===== src/rtl/uart_mem_master.sv =====
// CPU-side master of the UART memory link: serializes one request, waits for the reply.
// Define MEM_TIMEOUT_EN to abort a WAIT that receives no reply byte for TIMEOUT_CYCLES cycles.
module uart_mem_master #(
    parameter int CLKS_PER_BIT   = 434,
    parameter int TIMEOUT_CYCLES = 1000000
) (
    input  logic        CLK,
    input  logic        RST,
    input  logic        req_valid,
    output logic        req_ready,
    input  logic        req_we,
    input  logic [3:0]  req_mask,
    input  logic [31:0] req_addr,
    input  logic [31:0] req_wdata,
    output logic        resp_valid,
    output logic [31:0] resp_rdata,
    output logic        resp_err,
    output logic        Tx,
    input  logic        Rx
);
    localparam int            CW        = $clog2(CLKS_PER_BIT + 1);
    localparam logic [CW-1:0] BIT_LAST  = CW'(CLKS_PER_BIT - 1);
    localparam logic [CW-1:0] HALF_LAST = CW'(CLKS_PER_BIT / 2 - 1);

    if (CLKS_PER_BIT < 4 || TIMEOUT_CYCLES < 1) begin : g_param_check
        $error("uart_mem_master: CLKS_PER_BIT must be >= 4 and TIMEOUT_CYCLES >= 1");
    end

    typedef enum logic [1:0] {IDLE, SEND, WAIT, DONE} state_t;
    state_t state_q, state_d;

    logic          run_q;
    logic          we_q, we_d;
    logic [71:0]   pkt_q, pkt_d;
    logic [CW-1:0] tx_cnt_q, tx_cnt_d;
    logic [3:0]    tx_bit_q, tx_bit_d;
    logic [3:0]    tx_byte_q, tx_byte_d;
    logic          tx_q, tx_d;
    logic [9:0]    tx_frame;
    logic          rx_s1_q, rx_s2_q, rx_prev_q;
    logic          rx_busy_q, rx_busy_d;
    logic [CW-1:0] rx_cnt_q, rx_cnt_d;
    logic [3:0]    rx_bit_q, rx_bit_d;
    logic [7:0]    rx_sh_q, rx_sh_d;
    logic [2:0]    rx_nbytes_q, rx_nbytes_d;
    logic [31:0]   rx_word_q, rx_word_d;
    logic          err_q, err_d;
    logic [31:0]   rdata_q, rdata_d;
    logic          byte_done;
    logic          timeout;

`ifdef MEM_TIMEOUT_EN
    localparam int TW = $clog2(TIMEOUT_CYCLES + 1);
    logic [TW-1:0] tmo_q, tmo_d;

    always_comb begin
        tmo_d = '0;
        if (state_q == WAIT && !byte_done) tmo_d = tmo_q + 1'b1;
    end

    assign timeout = (state_q == WAIT) && (tmo_q == TW'(TIMEOUT_CYCLES - 1));

    always_ff @(posedge CLK or posedge RST) begin
        if (RST) tmo_q <= '0;
        else     tmo_q <= tmo_d;
    end
`else
    assign timeout = 1'b0;
`endif

    always_comb begin
        state_d     = state_q;
        we_d        = we_q;
        pkt_d       = pkt_q;
        tx_cnt_d    = tx_cnt_q;
        tx_bit_d    = tx_bit_q;
        tx_byte_d   = tx_byte_q;
        rx_busy_d   = 1'b0;
        rx_cnt_d    = rx_cnt_q;
        rx_bit_d    = rx_bit_q;
        rx_sh_d     = rx_sh_q;
        rx_nbytes_d = rx_nbytes_q;
        rx_word_d   = rx_word_q;
        err_d       = err_q;
        rdata_d     = rdata_q;
        byte_done   = 1'b0;

        // Receiver runs only in WAIT; rx_bit 0 is the start bit, 9 the stop bit.
        if (state_q == WAIT) begin
            if (!rx_busy_q) begin
                if (rx_prev_q && !rx_s2_q) begin
                    rx_busy_d = 1'b1;
                    rx_cnt_d  = '0;
                    rx_bit_d  = 4'd0;
                end
            end else begin
                rx_busy_d = 1'b1;
                rx_cnt_d  = rx_cnt_q + 1'b1;
                if (rx_bit_q == 4'd0) begin
                    if (rx_cnt_q == HALF_LAST) begin
                        rx_cnt_d = '0;
                        if (rx_s2_q) rx_busy_d = 1'b0;
                        else         rx_bit_d  = 4'd1;
                    end
                end else if (rx_cnt_q == BIT_LAST) begin
                    rx_cnt_d = '0;
                    if (rx_bit_q == 4'd9) begin
                        rx_busy_d   = 1'b0;
                        byte_done   = 1'b1;
                        if (!rx_s2_q) err_d = 1'b1;
                        rx_word_d   = {rx_sh_q, rx_word_q[31:8]};
                        rx_nbytes_d = rx_nbytes_q + 3'd1;
                    end else begin
                        rx_sh_d  = {rx_s2_q, rx_sh_q[7:1]};
                        rx_bit_d = rx_bit_q + 4'd1;
                    end
                end
            end
        end

        case (state_q)
            IDLE: begin
                if (run_q && req_valid) begin
                    state_d     = SEND;
                    we_d        = req_we;
                    pkt_d       = {req_wdata, req_addr, req_we, 3'b000, req_we ? req_mask : 4'h0};
                    tx_cnt_d    = '0;
                    tx_bit_d    = 4'd0;
                    tx_byte_d   = 4'd0;
                    rx_nbytes_d = 3'd0;
                    err_d       = 1'b0;
                end
            end
            SEND: begin
                tx_cnt_d = tx_cnt_q + 1'b1;
                if (tx_cnt_q == BIT_LAST) begin
                    tx_cnt_d = '0;
                    if (tx_bit_q == 4'd9) begin
                        tx_bit_d  = 4'd0;
                        tx_byte_d = tx_byte_q + 4'd1;
                        pkt_d     = {8'h00, pkt_q[71:8]};
                        if (tx_byte_q == (we_q ? 4'd8 : 4'd4)) state_d = WAIT;
                    end else begin
                        tx_bit_d = tx_bit_q + 4'd1;
                    end
                end
            end
            WAIT: begin
                if (byte_done && (rx_nbytes_q + 3'd1 == (we_q ? 3'd1 : 3'd4))) begin
                    state_d = DONE;
                    if (we_q) begin
                        if (rx_sh_q != 8'hAA) err_d = 1'b1;
                    end else begin
                        rdata_d = rx_word_d;
                    end
                end else if (timeout) begin
                    state_d = DONE;
                    err_d   = 1'b1;
                end
            end
            DONE:    state_d = IDLE;
            default: state_d = IDLE;
        endcase

        // Tx is registered from next-state values so the start bit leaves on the accept edge.
        tx_frame = {1'b1, pkt_d[7:0], 1'b0};
        tx_d     = (state_d == SEND) ? tx_frame[tx_bit_d] : 1'b1;
    end

    always_ff @(posedge CLK or posedge RST) begin
        if (RST) begin
            state_q     <= IDLE;
            run_q       <= 1'b0;
            we_q        <= 1'b0;
            pkt_q       <= '0;
            tx_cnt_q    <= '0;
            tx_bit_q    <= '0;
            tx_byte_q   <= '0;
            tx_q        <= 1'b1;
            rx_s1_q     <= 1'b1;
            rx_s2_q     <= 1'b1;
            rx_prev_q   <= 1'b1;
            rx_busy_q   <= 1'b0;
            rx_cnt_q    <= '0;
            rx_bit_q    <= '0;
            rx_sh_q     <= '0;
            rx_nbytes_q <= '0;
            rx_word_q   <= '0;
            err_q       <= 1'b0;
            rdata_q     <= '0;
        end else begin
            state_q     <= state_d;
            run_q       <= 1'b1;
            we_q        <= we_d;
            pkt_q       <= pkt_d;
            tx_cnt_q    <= tx_cnt_d;
            tx_bit_q    <= tx_bit_d;
            tx_byte_q   <= tx_byte_d;
            tx_q        <= tx_d;
            rx_s1_q     <= Rx;
            rx_s2_q     <= rx_s1_q;
            rx_prev_q   <= rx_s2_q;
            rx_busy_q   <= rx_busy_d;
            rx_cnt_q    <= rx_cnt_d;
            rx_bit_q    <= rx_bit_d;
            rx_sh_q     <= rx_sh_d;
            rx_nbytes_q <= rx_nbytes_d;
            rx_word_q   <= rx_word_d;
            err_q       <= err_d;
            rdata_q     <= rdata_d;
        end
    end

    assign req_ready  = run_q && (state_q == IDLE);
    assign resp_valid = (state_q == DONE);
    assign resp_rdata = rdata_q;
    assign resp_err   = err_q;
    assign Tx         = tx_q;
endmodule


===== config.mk =====
export PLATFORM = sky130hd
export DESIGN_NAME = uart_mem_master
export DESIGN_NICKNAME = d
export VERILOG_FILES = /design/src/rtl/uart_mem_master.sv
export SDC_FILE = /design/constraint.sdc
export NUM_CORES = 1
export LEC_CHECK = 0
export BUFFER_PORTS_ARGS = -buffer_cell sky130_fd_sc_hd__buf_2
export CAP_MARGIN = 10
export CORE_MARGIN = 2
export CORE_UTILIZATION = 57
export DETAILED_ROUTE_END_ITERATION = 16
export HOLD_SLACK_MARGIN = 0.02
export PLACE_DENSITY = 0.87
export SYNTH_ARGS = -nofsm -noshare
export SYNTH_HDL_FRONTEND = slang
export SYNTH_SLANG_ARGS = --single-unit

===== constraint.sdc =====
create_clock -name CLK -period 7.4 [get_ports CLK]
set_input_delay 0.37 -clock CLK [delete_from_list [all_inputs] [get_ports CLK]]
set_output_delay 0.37 -clock CLK [all_outputs]
set_load 0.05 [all_outputs]

==> flow_metrics.tcl, run 1 <==
set metrics [dict create \
    status "complete, no violations" \
    fin_worst_skew_ns 0.01328 \
    final_area_sq_um 9398 \
    cpPeakStageDelay_ns 0.59 \
    post_cts_buffers 0 \
    routed.top_layer "met4" \
    fin_tns_setup_ns 0 \
    die_w_microns 123.2 \
    max_freq_ghz 0.3174 \
    dp.cells 1064 \
    synth_largest_area_cell "dfrtp_1" \
    fin_util 0.6770 \
    drive_gt1_frac 0.2194 \
    synthesis.area_sq_um 8104 \
    pre_cts_ws_ns 4.352 \
    cp_cell_sequence "or4b_4 > nor4_4 > buf_4 > nor2_4 > buf_4 > a221o_1 > mux2i_1 > or3_1 > a31oi_1" \
    grt-ovfl-total 0 \
    cp.required_ns 7.75 \
    stdcell_count 1097 \
    m1WireLength_mm 7.891 \
    syn_to_final_growth_pct 15.96 \
    cts.htree.levels 4 \
    vdd_drop_max_mv 0.1705 \
    cp-end-kind "flop" \
    syn_avg_cell_area_sq_um 10.05 \
    dpl.hpwl_mm 11.53 \
    startpoint_type "flop" \
    synth.net_count 892 \
    firstDrtPassIters 5 \
    holdCritPathClass "in -> reg" \
    slew_viol_final 0 \
    nNetsFinal 989 \
    vias_per_cell 5.800 \
    clock_sinks 187 \
    wl_met3_microns 960 \
    grt_pass1_wl_mm 29.53 \
    vias 6363 \
    gp_congestion 0.9201 \
    die_y_microns 123.2 \
    drt_iter0_drc 814 \
    cts_tree "yes" \
    synth_edf_count 0 \
    power_density_nw_per_um2 210.8 \
    yosys.area.top_type_share 0.5651 \
    antenna_found_initial 1 \
    timing.hold.ws_ns 0.03074 \
    nFillCells 1025 \
    period_share 0.4258 \
    grt_setup_unrepaired "no" \
    holdBufCountCts 0 \
    numCtsBuffers 17 \
    clockRootBuffer "clkbuf_16" \
    grt_pass1_vias 6222 \
    max_slew.worst_pin.slew_ns 1.213 \
    power_leakage_nw 4.945 \
    synth-seq-cells 187 \
    maxCapViolations 0 \
    final_hold_viol_count 0 \
    clkLatencyLatePin_ns 0.44 \
    synthCells 806 \
    mostFrequentLayoutCell "nand2_1" \
    num_rows 43 \
    ys_async_sr_fraction 1.000 \
    clock_path_buffers 2 \
    relSlewSlack 0.1828 \
    dieArea_sq_um 15190 \
    min_period_ns 3.151 \
    boundaryPins 109 \
    antenna_left 0 \
    postPlaceCellArea_sq_um 8800 \
    post_cts_resized 0 \
    grt_use_total 0.2513 \
    start_util 0.5838 \
    setup_violations 0 \
    arrival_ns 3.50 \
    yosysSeqAreaShare 0.5780 \
    wirelength_mm 18.38 \
    critPathMostFrequentCell "buf_4" \
    cpMaxStageDelayCell "or4b_4" \
    ys_warn_count 0 \
    wl_per_cell_microns 16.75 \
    synth_area_leaders "dfrtp_1 57%, nand2_1 12%, mux2_2 5.6%" \
    synth_cell_types 50 \
    wl_met2_mm 9.096 \
    synth_ff_type "dfrtp_1" \
    p_total_mw 1.981 \
    path_clk_slew_ns 0.07 \
    final_cell_mix "267 x nand2_1, 183 x dfrtp_1, 108 x buf_2" \
    fp.coreArea_sq_um 13880 \
    fin_ws_ns 4.249 \
    drc 0 \
    path_class "reg -> reg" \
    grt_max_degree 115 \
    cp_max_fo 63 \
    port_buffers 108 \
]
cell usage after synthesis (all sizes together), types with 4 or more instances:
master    n
a221o     4
nand2   267
and3      8
o31ai     6
clkbuf   35
a31oi     5
nand2b    6
mux2     41
nand4     6
dfrtp   183
nor4bb    4
nor2     21
dfstp     4
xor2      6
o21ai    40
nor2b     7
nand3    24
and2      5
inv      15
ha       13
a21oi     6
a22oi    57
registers in the layout (all words and copies together), names as in the netlist, 2 cells and up:
signal       flops
rx_sh_q          8
tx_bit_q         4
rx_bit_q         4
tx_cnt_q         9
state_q          2
resp_rdata      32
rx_cnt_q         9
rx_nbytes_q      3
rx_word_q       32
tx_byte_q        4
pkt_q           72
power breakdown:
group	leakage [nW]	internal, mW	total [mW]	switching [mW]
clock	0.289	0.488	0.915	0.428
combinational	2.14	0.0142	0.0414	0.0272
sequential	2.52	1.02	1.02	0.000953
cell families after synthesis:
family,Yosys count,synth area share
XOR/XNOR,8,0.008646
flip-flops,187,0.5780
AND/OR/NAND/NOR,367,0.1972
multiplexers,42,0.05821
other,1,0.0004627
adder cells (fa/ha/maj),13,0.02007
AO/OA/AOI/OAI,135,0.1127
buffers and inverters,53,0.02470
cell type report:
cell class	instances	area, sq um	area share
tap	180	225.2	0.02396
clock buffer	18	439.2	0.04673
sequential	187	4684	0.4985
inverter	15	61.31	0.006524
clock inverter	14	156.4	0.01664
antenna	1	2.502	0.0002663
timing repair buffer	116	600.6	0.06391
multi-input combinational	566	3228	0.3435
worst paths after layout:
check	cells after the start	from	endpoint	slack (ns)
max in group asynchronous	3	RST	pkt_q[68]	5.69
max reg2reg	9	tx_cnt_q[2]	Tx	4.25
min	1	Rx	rx_s1_q	0.03
max	9	tx_cnt_q[2]	Tx	4.25
min reg2reg	0	rx_s1_q	rx_s2_q	0.36
min in group asynchronous	2	RST	pkt_q[59]	0.16
worst max-delay path: cells and delay by family (launching register included):
kind                   cells  cell delay [ns]
and+or+nand+nor            4             1.04
DFF                        1             0.45
muxes                      1             0.17
AOI/OAI and AO/OA          2             0.47
buffers and inverters      2             0.91
routing by layer:
metal / GRT usage / up-vias
li1: - / 2954
met1: 0.3437 / 3136
met2: 0.4001 / 227
met3: 0.05443 / 46
met4: 0.08878 / 0
met5: 0 / -
(Power assumes the default switching activity.)
==> inputs of run 2 (changes only) <==
--- a/config.mk
+++ b/config.mk
@@ -5,13 +5,14 @@
 export SDC_FILE = /design/constraint.sdc
 export NUM_CORES = 1
 export LEC_CHECK = 0
+export ABC_AREA = 1
 export BUFFER_PORTS_ARGS = -buffer_cell sky130_fd_sc_hd__buf_2
 export CAP_MARGIN = 10
 export CORE_MARGIN = 2
-export CORE_UTILIZATION = 57
+export CORE_UTILIZATION = 58
 export DETAILED_ROUTE_END_ITERATION = 16
 export HOLD_SLACK_MARGIN = 0.02
-export PLACE_DENSITY = 0.87
+export PLACE_DENSITY = 0.88
 export SYNTH_ARGS = -nofsm -noshare
 export SYNTH_HDL_FRONTEND = slang
 export SYNTH_SLANG_ARGS = --single-unit
==> constraint.sdc (replaced) <==
create_clock -name CLK -period 3.2 [get_ports CLK]
set_input_delay 0.16 -clock CLK [delete_from_list [all_inputs] [get_ports CLK]]
set_output_delay 0.16 -clock CLK [all_outputs]
set_load 0.05 [all_outputs]
==> run 2 against run 1 <==
  * Flip-flop and latch count unchanged
  * Register-to-register slack got worse by 3.6 ns
  * Clock power rose by 120%
  * First-iteration DRC count down 14%
  * Maximum frequency grew 22%
  * Core utilization up 5.4 points
  * Non-clock buffer count increased by 70
  * Largest cell class unchanged
==> flow_metrics.tcl, run 2 <==
set metrics [dict create \
    numCtsBuffers 17 \
    clock_path_buffers 2 \
    wirelength_mm 21.89 \
    cp_max_fo 38 \
    start_util 0.5944 \
    gp_congestion 0.9061 \
    clkLatencyLatePin_ns 0.43 \
    power_leakage_nw 5.809 \
    min_period_ns 2.575 \
    synth_largest_area_cell "dfrtp_1" \
    synthCells 1029 \
    synth-seq-cells 187 \
    critPathMostFrequentCell "nand2_1" \
    cp.required_ns 3.56 \
    hold_end "we_q" \
    yosys-top-cells-count "275 x nand2_1, 225 x inv_1, 183 x dfrtp_1" \
    vias_per_cell 5.386 \
    synth_area_leaders "dfrtp_1 53%, nand2_1 12%, inv_1 9.8%" \
    port_buffers 108 \
    fin_ws_ns 0.6248 \
    grt_pass1_vias 7699 \
    final_cell_mix "275 x nand2_1, 224 x inv_1, 183 x dfrtp_1" \
    final_hold_viol_count 0 \
    synth_ff_type "dfrtp_1" \
    firstDrtPassIters 6 \
    num_rows 44 \
    drive_gt1_frac 0.1364 \
    startpoint_type "flop" \
    cp_cell_sequence "inv_1 > ha_1 > inv_1 > nor4_4 > nor3b_4 > buf_4 > nand2_1 > buf_4 > nand2_1 > nand2_1 > nand2_1 > o21ai_0 > inv_1" \
    r2r-end "resp_rdata[16]" \
    holdCritPathClass "in -> reg" \
    die_w_microns 126.1 \
    clockRootBuffer "clkbuf_16" \
    vdd_drop_max_mv 0.3918 \
    syn_avg_cell_area_sq_um 8.396 \
    ys_async_sr_fraction 1.000 \
    hold_depth 3 \
    synthesis.area_sq_um 8640 \
    max_freq_ghz 0.3883 \
    ff2ff_path_depth 13 \
    yosys.area.top_type_share 0.5301 \
    die_y_microns 126.1 \
    yosysSeqAreaShare 0.5422 \
    max_slew.worst_pin.slew_ns 0.7036 \
    period_share 0.8047 \
    grt-ovfl-total 0 \
    ys_warn_count 0 \
    path_class "reg -> reg" \
    status "complete, no violations" \
    fin_worst_skew_ns 0.005686 \
    boundaryPins 109 \
    mostFrequentLayoutCell "nand2_1" \
    arrival_ns 2.94 \
    fp.coreArea_sq_um 14530 \
    power_density_nw_per_um2 429.6 \
    synth_edf_count 0 \
    dpl.hpwl_mm 13.03 \
    top_register "pkt_q" \
    p_total_mw 4.564 \
    drt_iter0_drc 699 \
    drc 0 \
    grt_setup_unrepaired "no" \
    cts_tree "yes" \
    stdcell_count 1395 \
    antenna_left 0 \
    grt_max_degree 98 \
    setup_violations 0 \
    clock_sinks 187 \
    hold_start "req_we" \
    cp-end-kind "flop" \
    grt_pass1_wl_mm 36.46 \
    grt_use_total 0.2870 \
    wl_per_cell_microns 15.69 \
    synth_cell_types 36 \
    fin_tns_setup_ns 0 \
    cpMaxStageDelayCell "dfrtp_1" \
    post_cts_resized 0 \
    cpPeakStageDelay_ns 0.39 \
    timing.hold.ws_ns 0.06406 \
    vias 7513 \
    dp.cells 1295 \
    yosysMostFrequentCell "nand2_1" \
    syn_to_final_growth_pct 22.97 \
    dieArea_sq_um 15890 \
    slew_viol_final 0 \
    r2r-start "rx_cnt_q[1]" \
    maxCapViolations 0 \
    synth.net_count 1115 \
    pre_cts_ws_ns 0.7191 \
    cts.htree.levels 4 \
    nNetsFinal 1283 \
    rrSetupSlack_ns 0.62 \
    path_clk_slew_ns 0.07 \
    antenna_found_initial 1 \
    relSlewSlack 0.5300 \
    largest_reg_flops 72 \
]
[run 2: critical path: cells and delay by family (launching register included)]
kind            cells  cell delay (ns)
compound gates      1             0.08
simple gates        6             1.00
fa+ha+maj           1             0.16
buf+inv             5             0.88
flops               1             0.39
[run 2: how the worst max path moves through the flow]
stage / to / start / slack (ns)
after global placement: resp_rdata[25] / rx_cnt_q[1] / 0.82
after CTS: resp_rdata[16] / rx_cnt_q[1] / 0.64
after global routing: resp_rdata[16] / rx_cnt_q[1] / 0.41
after floorplan: pkt_q[0] / RST / 0.64
final: resp_rdata[16] / rx_cnt_q[1] / 0.62
after detailed placement: resp_rdata[15] / rx_cnt_q[1] / 0.72
[run 2: layer usage]
layer,vias up,wire [microns],global-route usage,part of all wire
met2,284,10900,0.4807,0.50
li1,3590,-,-,-
met5,-,0,0,0
met3,72,1207,0.06627,0.055
met4,0,955,0.1390,0.044
met1,3567,8822,0.3526,0.40
[run 2: per-stage QoR]
step                instance area, sq um    util
floorplan                           8643       -
global placement                    9388  0.6459
detailed placement                  9388  0.6459
CTS                                10620  0.7308
global route                       10620  0.7310
finish                             10620  0.7310
[run 2: timing repair]
item | CTS | global route
hold buffers | 67 | 0
hold endpoints to repair | 94 | 0
setup buffers | 0 | 0
[run 2: cell type report]
class / count / area [sq um]
diodes: 1 / 2.502
fillers: 998 / 3910
inverters: 227 / 855.8
clock inverters: 11 / 92.59
clock buffers: 21 / 470.5
repair buffers: 186 / 1331
multi-input cells: 578 / 2957
flip-flops and latches: 187 / 4684
well taps: 184 / 230.2
[run 2: report_power, final]
| part | total (mW) | internal [mW] | switching (mW) |
|---|---|---|---|
| Clock | 2.02 | 1.13 | 0.892 |
| Sequential | 2.37 | 2.37 | 0.00166 |
| Combinational | 0.171 | 0.0899 | 0.0810 |
| Total | 4.56 | 3.59 | 0.975 |
[run 2: cells by family (layout without fill, tap and decap cells)]
kind of cell | Yosys count | in the layout | synth area share
buffers and inverters | 264 | 445 | 0.1167
AO/OA/AOI/OAI | 162 | 162 | 0.1222
adder cells (fa/ha/maj) | 13 | 13 | 0.01883
flip-flops | 187 | 187 | 0.5422
AND/OR/NAND/NOR | 393 | 393 | 0.1904
XOR/XNOR | 9 | 9 | 0.009124
other | 1 | 2 | 0.0004341
==> inputs of run 3 (changes only) <==
--- a/config.mk
+++ b/config.mk
@@ -5,14 +5,14 @@
 export SDC_FILE = /design/constraint.sdc
 export NUM_CORES = 1
 export LEC_CHECK = 0
-export ABC_AREA = 1
+export ABC_AREA = 0
 export BUFFER_PORTS_ARGS = -buffer_cell sky130_fd_sc_hd__buf_2
 export CAP_MARGIN = 10
 export CORE_MARGIN = 2
-export CORE_UTILIZATION = 58
+export CORE_UTILIZATION = 57
 export DETAILED_ROUTE_END_ITERATION = 16
 export HOLD_SLACK_MARGIN = 0.02
-export PLACE_DENSITY = 0.88
+export PLACE_DENSITY = 0.87
 export SYNTH_ARGS = -nofsm -noshare
 export SYNTH_HDL_FRONTEND = slang
 export SYNTH_SLANG_ARGS = --single-unit
==> constraint.sdc (replaced) <==
create_clock -name CLK -period 2.5 [get_ports CLK]
set_input_delay 0.125 -clock CLK [delete_from_list [all_inputs] [get_ports CLK]]
set_output_delay 0.125 -clock CLK [all_outputs]
set_load 0.05 [all_outputs]
==> run 3 against run 2 <==
  * The flow now finishes with violations (negative setup slack)
  * Via count shrank 4.4%
  * Cell count is 15% lower
  * Flip-flop and latch count is the same
  * Clock-buffer cell count fell by 2
  * Critical endpoint is now resp_rdata[24]
  * Largest cell class unchanged
  * Largest power group unchanged
==> flow_metrics.tcl, run 3 (synthesized netlist as in run 1, its figures left out) <==
set metrics [dict create \
    grt_pass1_wl_mm 35.80 \
    m1WireLength_mm 8.636 \
    startpoint_type "flop" \
    final_cell_mix "267 x nand2_1, 182 x dfrtp_1, 108 x buf_2" \
    cts.htree.levels 4 \
    cp_cell_sequence "inv_1 > ha_1 > nor3b_1 > nor4_1 > nand2_1 > or3_1 > buf_12 > mux2_1" \
    cts_tree "yes" \
    pre_cts_ws_ns 0.1506 \
    path_buf_inv 2 \
    numCtsBuffers 17 \
    final_hold_viol_count 0 \
    start_util 0.5838 \
    critPathTopFamily "simple AND/OR/NAND/NOR gates" \
    power_leakage_nw 5.365 \
    holdCritPathClass "in -> reg" \
    wl_met3_mm 1.417 \
    setup_violations 17 \
    postPlaceCellArea_sq_um 9004 \
    syn_to_final_growth_pct 27.87 \
    largest_reg_flops 72 \
    drt_iter0_drc 1005 \
    grt_max_degree 67 \
    grt_pass1_vias 7174 \
    clkLatencyLatePin_ns 0.44 \
    drc 0 \
    mostFrequentLayoutCell "nand2_1" \
    dp.cells 1083 \
    fin_ws_ns -0.05242 \
    routed.top_layer "met4" \
    wl_met2_mm 11.43 \
    antenna_left 0 \
    min_period_ns 2.552 \
    dieArea_sq_um 15190 \
    max_slew.worst_pin.slew_ns 0.5765 \
    clock_path_buffers 2 \
    vdd_drop_max_mv 0.4659 \
    status "finished, violations left" \
    grt-ovfl-total 0 \
    vias 7186 \
    drive_gt1_frac 0.2247 \
    cpMaxStageDelayCell "dfrtp_1" \
    antenna_found_initial 1 \
    path_clk_slew_ns 0.07 \
    power_density_nw_per_um2 592.7 \
    nFillCells 823 \
    gp_congestion 0.8619 \
    fin_tns_setup_ns -0.1775 \
    firstDrtPassIters 6 \
    grt_setup_unrepaired "yes" \
    grt_use_total 0.3130 \
    slew_viol_final 0 \
    cp_max_fo 32 \
    fp.coreArea_sq_um 13880 \
    arrival_ns 2.87 \
    wl_per_cell_microns 19.34 \
    final_area_sq_um 10360 \
    cp.required_ns 2.81 \
    maxCapViolations 0 \
    clockRootBuffer "clkbuf_16" \
    top_register "pkt_q" \
    period_share 1.021 \
    num_rows 43 \
    clock_sinks 187 \
    dpl.hpwl_mm 12.18 \
    fin_worst_skew_ns 0.01771 \
    die_w_microns 123.2 \
    max_freq_ghz 0.3918 \
    port_buffers 108 \
    vias_per_cell 6.034 \
    cpPeakStageDelay_ns 0.43 \
    cp-end-kind "flop" \
    path_class "reg -> reg" \
    relSlewSlack 0.6148 \
    violations "negative setup slack" \
    stdcell_count 1191 \
    boundaryPins 109 \
    nNetsFinal 1079 \
    wirelength_mm 23.04 \
    die_y_microns 123.2 \
]
-- run 3: power breakdown --
part | internal [mW] | total [mW] | switching (mW)
clock | 1.63 | 2.89 | 1.26
sequential | 3.03 | 3.03 | 0.00325
combinational | 0.119 | 0.217 | 0.0984
total | 4.78 | 6.14 | 1.36
-- run 3: layer usage --
| metal | GRT usage | vias up |
|---|---|---|
| met5 | 0 | - |
| met4 | 0.1967 | 0 |
| met2 | 0.5216 | 406 |
| met3 | 0.06411 | 117 |
| li1 | - | 3143 |
| met1 | 0.3712 | 3520 |
-- run 3: what timing repair did --
action | CTS | global route
endpoints found under the setup margin | 0 | 16
gates resized for setup | 0 | 6
hold buffers | 67 | 0
setup buffers | 0 | 4
endpoints found under the hold margin | 249 | 0
-- run 3: path summary, 6_finish.rpt --
| kind | cells after the start | slack [ns] | from | endpoint |
|---|---|---|---|---|
| worst max-delay path | 8 | -0.05 | rx_bit_q[0] | resp_rdata[24] |
| worst min-delay path | 3 | 0.09 | req_mask[1] | pkt_q[1] |
| worst max register to register | 8 | -0.05 | rx_bit_q[0] | resp_rdata[24] |
| worst min register to register | 0 | 0.36 | rx_s1_q | rx_s2_q |
| max in group asynchronous | 4 | 1.74 | RST | tx_cnt_q[3] |
| min in group asynchronous | 3 | 0.16 | RST | pkt_q[58] |
-- run 3: worst min-delay path: stages --
cell and delay, ns:
buf_2 0.07, and3_1 0.13, a221o_1 0.14
-- run 3: area by class of cell --
type	count	area (sq um)	share of cell area
inverter	15	60.06	0.005796
antenna	5	12.51	0.001207
timing repair buffer	206	1510	0.1457
clock buffer	19	442.9	0.04274
clock inverter	13	185.2	0.01787
multi-input combinational	566	3241	0.3127
tap	180	225.2	0.02173
sequential	187	4686	0.4522
-- run 3: metrics by stage --
stage / total power [mW] / hold slack, ns / utilization
6_report: 6.142 / 0.08795 / 0.7465
5_1_grt: 6.305 / 0.1032 / 0.7458
4_1_cts: 6.102 / 0.07722 / 0.7422
3_5_place_dp: 3.223 / 0.06089 / 0.6486
3_3_place_gp: 3.222 / 0.06239 / 0.6486
2_1_floorplan: 3.136 / 0.1295 / -
